==> src/rtl/core_ctrl_pkg.sv <==
// Shared definitions for the RV32 npc core sequencer.
//   state_e      : sequencer states
//   OP_*         : RV32I major opcodes (ir[6:0])
//   EBREAK       : full encoding of ebreak, used as the "good" halt trigger
//   HC_*         : halt_code values reported on halt
//   is_legal_op  : opcode belongs to the supported RV32I subset
//   is_mem_op    : opcode needs a data-memory access (LOAD/STORE)
//   writes_rf    : opcode writes a destination register in WB
package core_ctrl_pkg;

    typedef enum logic [2:0] {
        StIdle,
        StFetch,
        StDecode,
        StExec,
        StMem,
        StWb,
        StHalt
    } state_e;

    localparam logic [6:0] OP_LUI    = 7'b0110111;
    localparam logic [6:0] OP_AUIPC  = 7'b0010111;
    localparam logic [6:0] OP_JAL    = 7'b1101111;
    localparam logic [6:0] OP_JALR   = 7'b1100111;
    localparam logic [6:0] OP_IMM    = 7'b0010011;
    localparam logic [6:0] OP_REG    = 7'b0110011;
    localparam logic [6:0] OP_LOAD   = 7'b0000011;
    localparam logic [6:0] OP_STORE  = 7'b0100011;
    localparam logic [6:0] OP_BRANCH = 7'b1100011;
    localparam logic [6:0] OP_FENCE  = 7'b0001111;
    localparam logic [6:0] OP_SYSTEM = 7'b1110011;

    localparam logic [31:0] EBREAK = 32'h00100073;

    localparam logic [1:0] HC_NONE    = 2'b00;
    localparam logic [1:0] HC_GOOD    = 2'b01;
    localparam logic [1:0] HC_ILLEGAL = 2'b10;
    localparam logic [1:0] HC_WDOG    = 2'b11;

    function automatic logic is_legal_op(input logic [6:0] op);
        logic legal;
        legal = 1'b0;
        case (op)
            OP_LUI, OP_AUIPC, OP_JAL, OP_JALR, OP_IMM, OP_REG,
            OP_LOAD, OP_STORE, OP_BRANCH, OP_FENCE, OP_SYSTEM: legal = 1'b1;
            default: legal = 1'b0;
        endcase
        return legal;
    endfunction

    function automatic logic is_mem_op(input logic [6:0] op);
        return (op == OP_LOAD) || (op == OP_STORE);
    endfunction

    function automatic logic writes_rf(input logic [6:0] op);
        return !((op == OP_STORE) || (op == OP_BRANCH) || (op == OP_FENCE) ||
                 (op == OP_SYSTEM));
    endfunction

endpackage

==> src/rtl/retire_watchdog.sv <==
// Counts active cycles since the last retirement and flags a timeout on the
// cycle in which the count would reach WDOG_LIMIT.
//   clk     in  core clock
//   rst     in  asynchronous active-low reset
//   clear   in  restart the count (start from idle, or a retirement)
//   enable  in  core is in an active state this cycle
//   timeout out this cycle is the WDOG_LIMIT-th active cycle without a retirement
module retire_watchdog #(
    parameter int unsigned WDOG_LIMIT = 1000000
) (
    input  logic clk,
    input  logic rst,
    input  logic clear,
    input  logic enable,
    output logic timeout
);

    localparam int unsigned CW = $clog2(WDOG_LIMIT + 1);

    logic [CW-1:0] cnt_q, cnt_d;

    always_comb begin
        cnt_d = cnt_q;
        if (clear) begin
            cnt_d = '0;
        end else if (enable) begin
            cnt_d = cnt_q + CW'(1);
        end
    end

    // Fires combinationally so the sequencer leaves its active state on the
    // same edge at which the count reaches the limit.
    assign timeout = enable && !clear && (cnt_q == CW'(WDOG_LIMIT - 1));

    always_ff @(posedge clk or negedge rst) begin
        if (!rst) begin
            cnt_q <= '0;
        end else begin
            cnt_q <= cnt_d;
        end
    end

endmodule

==> src/rtl/core_seq_ctrl.sv <==
// Multi-cycle sequencer for the RV32 npc core. Walks the datapath through
// FETCH, DECODE, EXEC or MEM, and WB; halts on ebreak, illegal opcode or a
// retirement watchdog timeout.
//   clk, rst              clock, asynchronous active-low reset
//   start                 pulse that leaves IDLE
//   pc                    current PC from the datapath
//   imem_req/ready/rdata  instruction fetch handshake
//   ir                    latched instruction
//   dmem_req/we/ready     data access handshake (we=1 for stores)
//   pc_we, rf_we          one-cycle write strobes, only in WB
//   halt, halt_code, halt_pc  sticky halt status
//   cycle_cnt, instret_cnt    active-cycle and retired-instruction counters
module core_seq_ctrl
    import core_ctrl_pkg::*;
#(
    parameter int unsigned WDOG_LIMIT = 1000000,
    parameter int unsigned CNT_W      = 32
) (
    input  logic             clk,
    input  logic             rst,
    input  logic             start,
    input  logic [31:0]      pc,
    output logic             imem_req,
    input  logic             imem_ready,
    input  logic [31:0]      imem_rdata,
    output logic [31:0]      ir,
    output logic             dmem_req,
    output logic             dmem_we,
    input  logic             dmem_ready,
    output logic             pc_we,
    output logic             rf_we,
    output logic             halt,
    output logic [1:0]       halt_code,
    output logic [31:0]      halt_pc,
    output logic [CNT_W-1:0] cycle_cnt,
    output logic [CNT_W-1:0] instret_cnt
);

    state_e           state_q, state_d;
    logic [31:0]      ir_q, ir_d;
    logic [1:0]       halt_code_q, halt_code_d;
    logic [31:0]      halt_pc_q, halt_pc_d;
    logic [CNT_W-1:0] cycle_cnt_q, cycle_cnt_d;
    logic [CNT_W-1:0] instret_cnt_q, instret_cnt_d;

    logic [6:0] opcode;
    logic       active;
    logic       wdog_clear;
    logic       wdog_timeout;

    assign opcode = ir_q[6:0];
    assign active = (state_q == StFetch) || (state_q == StDecode) || (state_q == StExec) ||
                    (state_q == StMem) || (state_q == StWb);

    // Restart on leaving IDLE and on every retirement.
    assign wdog_clear = ((state_q == StIdle) && start) || (state_q == StWb);

    retire_watchdog #(
        .WDOG_LIMIT (WDOG_LIMIT)
    ) u_retire_watchdog (
        .clk     (clk),
        .rst     (rst),
        .clear   (wdog_clear),
        .enable  (active),
        .timeout (wdog_timeout)
    );

    always_comb begin
        state_d     = state_q;
        ir_d        = ir_q;
        halt_code_d = halt_code_q;
        halt_pc_d   = halt_pc_q;

        unique case (state_q)
            StIdle: begin
                if (start) begin
                    state_d = StFetch;
                end
            end
            StFetch: begin
                if (imem_ready) begin
                    ir_d    = imem_rdata;
                    state_d = StDecode;
                end
            end
            StDecode: begin
                if (ir_q == EBREAK) begin
                    state_d     = StHalt;
                    halt_code_d = HC_GOOD;
                    halt_pc_d   = pc;
                end else if (!is_legal_op(opcode)) begin
                    state_d     = StHalt;
                    halt_code_d = HC_ILLEGAL;
                    halt_pc_d   = pc;
                end else if (is_mem_op(opcode)) begin
                    state_d = StMem;
                end else begin
                    state_d = StExec;
                end
            end
            StExec: begin
                state_d = StWb;
            end
            StMem: begin
                if (dmem_ready) begin
                    state_d = StWb;
                end
            end
            StWb: begin
                state_d = StFetch;
            end
            StHalt: begin
                state_d = StHalt;
            end
            default: begin
                state_d = StIdle;
            end
        endcase

        // Watchdog overrides any same-cycle transition, abandoning a pending
        // handshake; an instruction arriving on that cycle is not latched.
        if (wdog_timeout) begin
            state_d     = StHalt;
            ir_d        = ir_q;
            halt_code_d = HC_WDOG;
            halt_pc_d   = pc;
        end
    end

    always_comb begin
        cycle_cnt_d   = cycle_cnt_q;
        instret_cnt_d = instret_cnt_q;
        if (active) begin
            cycle_cnt_d = cycle_cnt_q + CNT_W'(1);
        end
        if (state_q == StWb) begin
            instret_cnt_d = instret_cnt_q + CNT_W'(1);
        end
    end

    always_ff @(posedge clk or negedge rst) begin
        if (!rst) begin
            state_q       <= StIdle;
            ir_q          <= '0;
            halt_code_q   <= HC_NONE;
            halt_pc_q     <= '0;
            cycle_cnt_q   <= '0;
            instret_cnt_q <= '0;
        end else begin
            state_q       <= state_d;
            ir_q          <= ir_d;
            halt_code_q   <= halt_code_d;
            halt_pc_q     <= halt_pc_d;
            cycle_cnt_q   <= cycle_cnt_d;
            instret_cnt_q <= instret_cnt_d;
        end
    end

    // Requests and strobes decode from the registered state only, so they are
    // glitch-free and cleared the moment reset forces IDLE.
    assign imem_req    = (state_q == StFetch);
    assign dmem_req    = (state_q == StMem);
    assign dmem_we     = (state_q == StMem) && (opcode == OP_STORE);
    assign pc_we       = (state_q == StWb);
    assign rf_we       = (state_q == StWb) && writes_rf(opcode);
    assign halt        = (state_q == StHalt);
    assign ir          = ir_q;
    assign halt_code   = halt_code_q;
    assign halt_pc     = halt_pc_q;
    assign cycle_cnt   = cycle_cnt_q;
    assign instret_cnt = instret_cnt_q;

endmodule
==> config.mk <==
export PLATFORM = sky130hd
export DESIGN_NAME = core_seq_ctrl
export DESIGN_NICKNAME = d
export VERILOG_FILES = /design/src/rtl/core_ctrl_pkg.sv /design/src/rtl/retire_watchdog.sv /design/src/rtl/core_seq_ctrl.sv
export SDC_FILE = /design/constraint.sdc
export NUM_CORES = 1
export LEC_CHECK = 0
export CORE_MARGIN = 5
export CORE_UTILIZATION = 43
export DETAILED_ROUTE_END_ITERATION = 7
export HOLD_SLACK_MARGIN = 0.06
export PLACE_DENSITY = 0.76
export SYNTH_ARGS = -nofsm -noshare
export SYNTH_HDL_FRONTEND = slang
export SYNTH_SLANG_ARGS = --single-unit
==> constraint.sdc <==
create_clock -name clk -period 2.06 [get_ports clk]
set_clock_uncertainty 0.05 [all_clocks]
set_input_delay 0.412 -clock clk [delete_from_list [all_inputs] [get_ports clk]]
set_output_delay 0.412 -clock clk [all_outputs]
set_load 0.005 [all_outputs]
==> impl.org <==
** Setup path
- At the worst endpoint, the required time is 2310 ps.
- Data arrives at the worst endpoint at about 2500 ps.
- For flop-to-flop paths, the worst setup slack is -180 ps.
- The critical path goes through buf_4 -> buf_4 -> nor4b_4 -> nand3_2 -> nor4_2 -> buf_4 -> nor3_4 -> buf_12 -> clkbuf_16 -> mux2_4.
- Critical Path Max Stage Delay :: 400 ps
- Counting stages on the worst path, the most repeated cell is buf_4.
- Critical path start-end classification :: register to register
- STA classifies the critical path startpoint as a register.
- The critical path contains buffers and inverters numbering 5 combined.
- The cell family contributing the most delay on the critical path is buffers and inverters.
- Critical path capture point type :: register
- The slowest stage of the critical path belongs to the cell dfrtp_1.
- Maximum fanout along the worst path :: 9

** Outcome
- The checks that failed: negative setup slack.
- The run finished, with violations left.

** Global routing
- In the global route stage, overall resource usage came out at 0.207.
- The initial antenna violation count is 0.
- After global routing the overflow that remains totals 0.
- Via count of the first global-routing pass :: between 6000 and 7000
- Entering global routing, the biggest net connects 64 pins.
- The first global-routing pass estimated between 30000 and 40000 µm of wire.

** Clock tree
- CTS tree :: built
- Number of CTS-inserted buffers :: 17
- Number of H-tree levels :: 4
- In this run the clock root is driven by a clkbuf_16.
- At the later pin of the worst-skew pair, clock insertion delay measures slightly above 400 ps.
- Number of sinks on the clock net :: 153
- Clock transition at the registers of the reported paths :: 60 ps
- The clock passes through at most 2 buffers.

** Pwr
- Cell leakage power :: 5.10 nW
- Of the total power, registers draw 0.477.
- Overall power consumption :: around 6.4 mW
- The share of total power dissipated in the clock network is 0.472.
- In this run the power density over the cells is between 500 and 600 nW/µm².
- The share of total power dissipated in combinational logic is 0.051.
- Worst IR Drop VDD :: 502 µV
- The internal portion of the total power is just over 5 mW.
- Net switching power of the design :: approximately 1.3 mW
- Of the total power, the share spent switching nets is 0.200.

** Floorplanning
- The core region is ~16000 µm².
- Placement row count :: between 40 and 50
- X dimension of the die :: 137 µm
- 205 I/O pins were placed.
- Die H :: roughly 140 µm
- The die covers about 19000 µm².
- Initial Util :: 0.437

** Drt
- The routed layout has 5501 vias.
- The detailed router finished its first iteration with roughly 150 violations.
- Pre-antenna DRT Iters :: 4
- Post-DRT Antenna Nets :: 0
- After detailed routing, the number of remaining DRC violations is 0.
- Wires add up to ~19000 µm.
- Vias per std cell :: 4.99
- Dividing the detail-routed wire length by the instance count gives approximately 17 µm.

** Synth
- Number of enable flip-flop cells after synthesis :: 0
- After synthesis the cells add up to 6890 µm².
- Among all flip-flop cells after synthesis, the most frequent one is dfrtp_1.
- A synthesized cell averages roughly 12 µm².
- In this run, synthesis produced a sequential element count of approximately 150.
- In the post-synthesis netlist, the biggest area contributors are dfrtp_1 56%, xnor2_1 7.6%, mux2_4 6.5%.
- Share of synthesized registers carrying an async set or reset :: 1.00
- The share of synthesized area in the top cell type comes to 0.556.
- Summed over all instances, the cell type with the most area after synthesis is dfrtp_1.
- The synthesized netlist contains 45 unique library cells.
- Most frequently used cell type in the post-synthesis netlist :: dfrtp_1
- Synth warnings :: 0
- Counting instances in the post-synthesis netlist gives the leading cell types as 153 x dfrtp_1, 60 x xnor2_1, 44 x nand2_1.
- Syn Nets :: between 600 and 700
- For this run, the register share of the synthesized area comes to 0.556.
- In the synthesized netlist, the number of instances is ~570.

** Timing
- Post-route worst hold slack :: between 400 and 500 ps
- Max-Slew Margin vs Limit :: 0.702
- Final sum of negative setup slack :: -9280 ps
- Number of hold violations in the final report :: 0
- Once routing completed, OpenROAD measured the worst setup slack at -185 ps.
- Final critical path time including I/O delays and setup :: ~2200 ps
- For the pin with the worst max-slew slack, the measured transition is ~440 ps.
- RSZ-0062 raised after global routing :: yes
- Max Clk Rate :: between 0.4 and 0.5 GHz
- Of the available clock period, the critical path in the final layout requires 1.09.
- Final count of pins violating max slew :: 0
- Setup violations remaining at the end of the flow were counted as 67.

** Finish
- Number of antenna diodes :: 0
- In the final layout, the multi-input gates occupy about 3200 µm².
- Counting the fill cells in the layout gives between 1000 and 1500.
- Area of all sequential standard cells :: about 3800 µm²
- The final layout contains 950 nets.
- From synthesis to final layout, the design area changed by 59.6%.
- Layout cells sized above 1 :: 0.276

** Placement
- OpenSTA, run right after detailed placement, puts the worst setup slack at -197 ps.
- GP Congestion :: about 0.8
- Summed over all nets, the half-perimeter wirelength after detailed placement is between 10000 and 15000 µm.
- In this run the tool buffered the top-level ports with approximately 200 buffer cells.

** Run
- Max-cap violations in this run came to 0.

** Worst hold path
- Worst min-delay path class :: primary input to asynchronous set/reset pin
flip-flops by register name (all words and copies together), names as in the netlist:
register	cells
instret_cnt	32
u_retire_watchdog.cnt_q	20
state_q	3
cycle_cnt	32
halt_pc	32
ir	32
halt_code	2
routing by layer:
layer | share of wire | routed length (µm) | vias to the layer above | GRT usage
met5 | 0 | 0 | - | 0
met4 | 0.019 | 370 | 0 | 0.0750
met3 | 0.067 | 1270 | 26 | 0.0629
met2 | 0.50 | 9470 | 185 | 0.351
met1 | 0.41 | 7870 | 2677 | 0.249
li1 | - | - | 2613 | -
layout make-up:
cell class                      instances  area share
Sequential cell                       153       0.349
Tap cell                              216      0.0246
Clock inverter                         10      0.0120
Clock buffer                           18      0.0391
Timing Repair Buffer                  306       0.277
Inverter                                9     0.00307
Multi-Input combinational cell        391       0.296
worst reg2reg max path: stages, from the launching register on:
cell,delay [ps]
dfrtp_1,400
buf_4,130
buf_4,110
nor4b_4,210
nand3_2,110
nor4_2,280
buf_4,180
nor3_4,50
buf_12,150
clkbuf_16,170
mux2_4,300
logic make-up after synthesis:
| kind of cell | count (synthesis) | synth area share |
|---|---|---|
| AND/OR/NAND/NOR | 216 | 0.170 |
| buffers and inverters | 23 | 0.0191 |
| AO/OA/AOI/OAI | 28 | 0.0256 |
| flip-flops | 153 | 0.556 |
| XOR/XNOR | 78 | 0.0992 |
| multiplexers | 66 | 0.124 |
| adder cells (fa/ha/maj) | 3 | 0.00545 |
stage by stage:
step / area [µm²] / util / cells
finish: 11000 / 0.697 / 1103
global route: 11000 / 0.697 / 1103
CTS: 10900 / 0.691 / 1101
detailed placement: 9750 / 0.618 / 1048
global placement: 9750 / 0.618 / 1048
floorplan: 6900 / - / 567
cell usage in the layout (no fill, tap or decap), drive strengths merged, types with 3 or more instances in the layout:
master	instances
a21oi	9
and2	6
and3	15
and4	7
buf	105
bufinv	3
clkbuf	20
clkdlybuf4s50	194
clkinv	6
dfrtp	153
dlymetal6s2s	3
ha	3
inv	9
mux2	66
nand2	44
nand3	33
nand3b	3
nand4	19
nor2	41
nor3	15
nor4	13
nor4b	4
o21ai	9
or3	5
xnor2	60
xor2	18
repair_timing:
item | 4_1_cts | 5_1_grt
gates cloned | 3 | 1
buffers inserted | 21 | 2
hold buffers | 1 | 0
setup endpoints to repair | 78 | 109
pin swaps | 7 | 8
gates resized for setup | 96 | 19
hold endpoints to repair | 41 | 0
path summary, 6_finish.rpt:
| check | cells past startpoint | endpoint | from |
|---|---|---|---|
| setup / recovery | 10 | halt_pc[3] | ir[6] |
| hold / removal | 2 | cycle_cnt[16] | rst |
| max in group asynchronous | 3 | u_retire_watchdog.cnt_q[5] | rst |
| min in group clk | 1 | instret_cnt[31] | instret_cnt[31] |
| hold reg to reg | 1 | instret_cnt[31] | instret_cnt[31] |
| setup reg to reg | 10 | halt_pc[3] | ir[6] |
power by group through the flow:
stage | Clock, mW | Sequential (mW) | Combinational, mW
floorplan | 0 | 3.11 | 0.0470
global placement | 0 | 3.11 | 0.317
detailed placement | 0 | 3.11 | 0.327
CTS | 3.10 | 3.06 | 0.333
global route | 3.23 | 3.06 | 0.354
finish | 3.02 | 3.06 | 0.325
Power figures use the tool's default switching activity.
==> RTL edit 1, RTL diff (same flow settings) <==
Set the parameter `CNT_W` to 48 (it was 32).
--- a/src/rtl/core_seq_ctrl.sv
+++ b/src/rtl/core_seq_ctrl.sv
@@ -14,7 +14,7 @@
     import core_ctrl_pkg::*;
 #(
     parameter int unsigned WDOG_LIMIT = 1000000,
-    parameter int unsigned CNT_W      = 32
+    parameter int unsigned CNT_W      = 48
 ) (
     input  logic             clk,
     input  logic             rst,
Ports: changed (resized cycle_cnt and instret_cnt); port bits go from 205 to 237. The function was not compared with the original's and may differ.
==> RTL edit 1 against the unedited design <==
Routed wire length grew 30%. Largest cell class unchanged. Synthesized area is 23% higher. Total power increased by 13%. Final area up 25%. Worst setup slack worse by 0.080 ns. The run still ends with negative setup slack left. Sequential power rose by 20%. Sequential share of layout area is 1.0 points lower. Sequential cell count increased by 32.
==> RTL edit 1: results (changes against the unedited design) <==
| Metric | Value |
|---|---|
| Run status | finished with violations |
| Failing checks | negative setup slack |
| Area after DPL | 12200 um^2 (+25%) |
| Count of endpoints failing setup in the final report | 35 (-48%) |
| First DRT Iteration DRCs | 383 (+160%) |
| Routability Congestion | 0.853 (+6.5%) |
| Cell count after placement | 1363 (+30%) |
| Clock buffers created by TritonCTS | 17 (unchanged) |
| End of the worst register-to-register path | halt_pc[0] |
| Final-layout worst hold slack | 0.421 ns (+0.00713 ns) |
| Part of the Yosys area used for sequential elements | 0.548 (-0.00749) |
| CP Launch Point | ir[5] |
| 1st-pass router iterations | 5 (+1) |
| Fraction of layout cells with a size suffix above 1 | 0.298 (+0.0214) |
| Arr. time, crit path | 2.58 ns (+0.09 ns) |
| Fraction of synthesized cell area in xor and xnor cells | 0.114 (+0.0149) |
| Vias in the first global route | 7482 (+23%) |
| Max-slew headroom | 0.612 (-0.0901) |
| Type of the most critical hold path | reg -> reg |
| Total track usage | 0.210 (+0.00360) |
| Drt total wl | 24700 um (+30%) |
| Global-route wire length before repair | 37900 um (+24%) |
| Post-synthesis cell count | 744 (+31%) |
| Max FO, Critical Path | 8 (-1) |
| Maximum VDD drop | 0.000540 V (+7.5%) |
| Final worst setup slack | -0.265 ns (-0.0803 ns) |
| Cells taking the most area after synthesis | sky130_fd_sc_hd__dfrtp_1 55%, sky130_fd_sc_hd__mux2_2 8.1%, sky130_fd_sc_hd__xor2_1 6.1%, sky130_fd_sc_hd__xnor2_1 5.3%, sky130_fd_sc_hd__nor2_1 3.2% |
| Count of cells along the worst register-to-register path | 8 (-2) |
| Setup TNS | -7.49 ns (+1.79 ns) |
| Post-synth net total | 816 (+28%) |
| Category of cells accounting for the largest share of critical-path delay | simple AND/OR/NAND/NOR gates |
| Post-CTS Setup Bufs | 17 (-19%) |
| Mux cell area share after synthesis | 0.0879 (-0.0364) |
| Most instantiated cells after synthesis | 185 x sky130_fd_sc_hd__dfrtp_1, 72 x sky130_fd_sc_hd__nor2_1, 66 x sky130_fd_sc_hd__nand2_1, 61 x sky130_fd_sc_hd__mux2_2, 59 x sky130_fd_sc_hd__xor2_1 |
| Net switching power figure | 1.67 mW (+31%) |
| Adder and majority cell fraction of the synthesized area | 0.00445 (-0.00100) |
| Fraction of the mapped netlist area in compound gates | 0.0288 (+0.00314) |
| Number of input and output port buffers inserted | 236 (+16%) |
| Number of resized instances in the post-cts repair step | 70 (-27%) |
| Number of nets in the layout | 1225 (+29%) |
| Placement Setup Slack | -0.225 ns (-0.0276 ns) |
| Proportion of register bits with asynchronous set or reset after synthesis | 1.00 (unchanged) |
| DR WL/cell | 17.2 um (+0.10%) |
| Worst-Skew Late Latency | 0.43 ns (+0.02 ns) |
| Number of vias after detailed routing | 7279 (+32%) |
| Hold depth | 1 |
| Number of distinct library cells after synthesis | 55 (+22%) |
| Static Leakage | 6.35 nW (+24%) |
| Detailed placement HPWL | 17200 um (+32%) |
RTL edit 1: power by group through the flow:
stage          clock network, mW  registers [mW]  logic [mW]
3_5_place_dp                   0            3.75       0.329
6_report                    3.20            3.68       0.346
2_1_floorplan                  0            3.75      0.0280
3_3_place_gp                   0            3.75       0.324
4_1_cts                     3.25            3.68       0.340
5_1_grt                     3.40            3.68       0.376
RTL edit 1: layer usage:
| layer | up-vias | part of all wire | global-route usage |
|---|---|---|---|
| met3 | 44 | 0.050 | 0.0400 |
| met2 | 223 | 0.52 | 0.370 |
| li1 | 3419 | - | - |
| met5 | - | 0 | 0 |
| met1 | 3593 | 0.40 | 0.262 |
| met4 | 0 | 0.025 | 0.0672 |
RTL edit 1: cell type report:
class	instances	area, um^2
Inverter	19	71.3
Multi-Input combinational cell	522	4170
Fill cell	1364	5720
Sequential cell	185	4630
Timing Repair Buffer	408	3910
Clock buffer	19	453
Clock inverter	13	123
Tap cell	265	332
==> RTL edit 2, RTL diff (same settings) <==
Without the edit above. Take the reset off `ir_q` and load it in a clocked block of its own.
--- a/src/rtl/core_seq_ctrl.sv
+++ b/src/rtl/core_seq_ctrl.sv
@@ -141,19 +141,21 @@
     always_ff @(posedge clk or negedge rst) begin
         if (!rst) begin
             state_q       <= StIdle;
-            ir_q          <= '0;
             halt_code_q   <= HC_NONE;
             halt_pc_q     <= '0;
             cycle_cnt_q   <= '0;
             instret_cnt_q <= '0;
         end else begin
             state_q       <= state_d;
-            ir_q          <= ir_d;
             halt_code_q   <= halt_code_d;
             halt_pc_q     <= halt_pc_d;
             cycle_cnt_q   <= cycle_cnt_d;
             instret_cnt_q <= instret_cnt_d;
         end
+    end
+
+    always_ff @(posedge clk) begin
+        ir_q <= ir_d;
     end
 
     // Requests and strobes decode from the registered state only, so they are
Check against the original RTL: differs if rst is asserted again (counterexample within 4 cycles, from zero or initial values and one cycle with rst low); with rst held inactive, the same outputs for 10 cycles.
==> RTL edit 2 against the unedited design <==
The run still ends with negative setup slack left. Worst hold slack better by 0.0063 ns. Die area is 0.95% higher. Count of clock-buffer cells in the layout rose by 2. Routed wire length rose by 7.9%. Final area is 1.9% lower. Critical path type is now reg -> out. Highest routed layer unchanged. Synthesized cell count is 4.9% higher. Worst setup slack worse by 0.075 ns. Critical endpoint is now dmem_we. Synthesized area up 1.0%. Sequential cell count stayed put. Non-clock buffer count shrank 33.
Power is not compared: it rests on default switching activity, and its combinational part moved more than twofold at a synthesized area within 25%.
==> RTL edit 2: results (changes against the unedited design) <==
| Metric | Value |
|---|---|
| Least-Margin Pin Slew | 0.559 ns (+0.115 ns) |
| Adder and majority cell fraction of the synthesized area | 0.00540 (-0.0000549) |
| Run status | finished with violations |
| Cells taking the most area after synthesis | sky130_fd_sc_hd__dfrtp_1 44%, sky130_fd_sc_hd__edfxtp_1 14%, sky130_fd_sc_hd__xnor2_1 6.0%, sky130_fd_sc_hd__o22ai_2 5.4%, sky130_fd_sc_hd__nand2_1 5.2% |
| WL met1 | 7760 um (-1.4%) |
| Routability Congestion | 0.829 (+3.5%) |
| Max FO, Critical Path | 4 (-5) |
| Global routing usage on met3 | 0.0730 (+0.0102) |
| Mux cell area share after synthesis | 0.00324 (-0.121) |
| Fraction of synthesized cell area in xor and xnor cells | 0.101 (+0.00152) |
| Final worst setup slack | -0.260 ns (-0.0747 ns) |
| Crit Reg-Reg Startpoint | ir[6] |
| Cell count after placement | 1034 (-1.3%) |
| Most instantiated cells after synthesis | 121 x sky130_fd_sc_hd__dfrtp_1, 96 x sky130_fd_sc_hd__nand2_1, 48 x sky130_fd_sc_hd__xnor2_1, 43 x sky130_fd_sc_hd__nor2_1, 37 x sky130_fd_sc_hd__nand3_1 |
| Count of endpoints failing setup in the final report | 35 (-48%) |
| Global-route met1 utilization | 0.246 (-0.00280) |
| Setup TNS | -5.78 ns (+3.49 ns) |
| CP Launch Point | ir[3] |
| Worst-case register-to-register setup slack | -0.23 ns (-0.05 ns) |
| Global-route wire length before repair | 31200 um (+2.3%) |
| Fraction of the mapped netlist area in compound gates | 0.0817 (+0.0560) |
| Part of the Yosys area used for sequential elements | 0.573 (+0.0174) |
| Vias in the first global route | 6027 (-1.3%) |
| Met2 Track Usage GR | 0.362 (+0.0108) |
| Met2 wire length | 10600 um (+12%) |
| Type of the most critical hold path | reg -> reg |
| Slowest cell on the critical path | sky130_fd_sc_hd__edfxtp_1 |
| Failing checks | negative setup slack |
RTL edit 2: repair_timing:
| item | 4_1_cts | 5_1_grt |
|---|---|---|
| endpoints found under the hold margin | 36 | 0 |
| gates cloned | 3 | 4 |
| endpoints found under the setup margin | 49 | 63 |
| resized for setup | 38 | 42 |
| hold buffers | 1 | 0 |
| pin swaps | 5 | 30 |
| setup buffers | 8 | 15 |
RTL edit 2: cell type report:
type / instances / area, um^2
clock inverter: 11 / 143
clock buffer: 20 / 468
sequential: 153 / 3990
multi-input combinational: 412 / 3070
tap: 216 / 270
fill: 1111 / 5110
timing repair buffer: 273 / 2810
inverter: 9 / 33.8
RTL edit 2: power by group through the flow:
stage / clock, mW / sequential (mW) / combinational, mW
floorplan: 0 / 4.25 / 1.58
global placement: 0 / 4.26 / 3.50
detailed placement: 0 / 4.28 / 3.62
CTS: 3.28 / 4.25 / 3.84
global route: 3.44 / 4.34 / 4.58
finish: 3.24 / 4.27 / 4.28
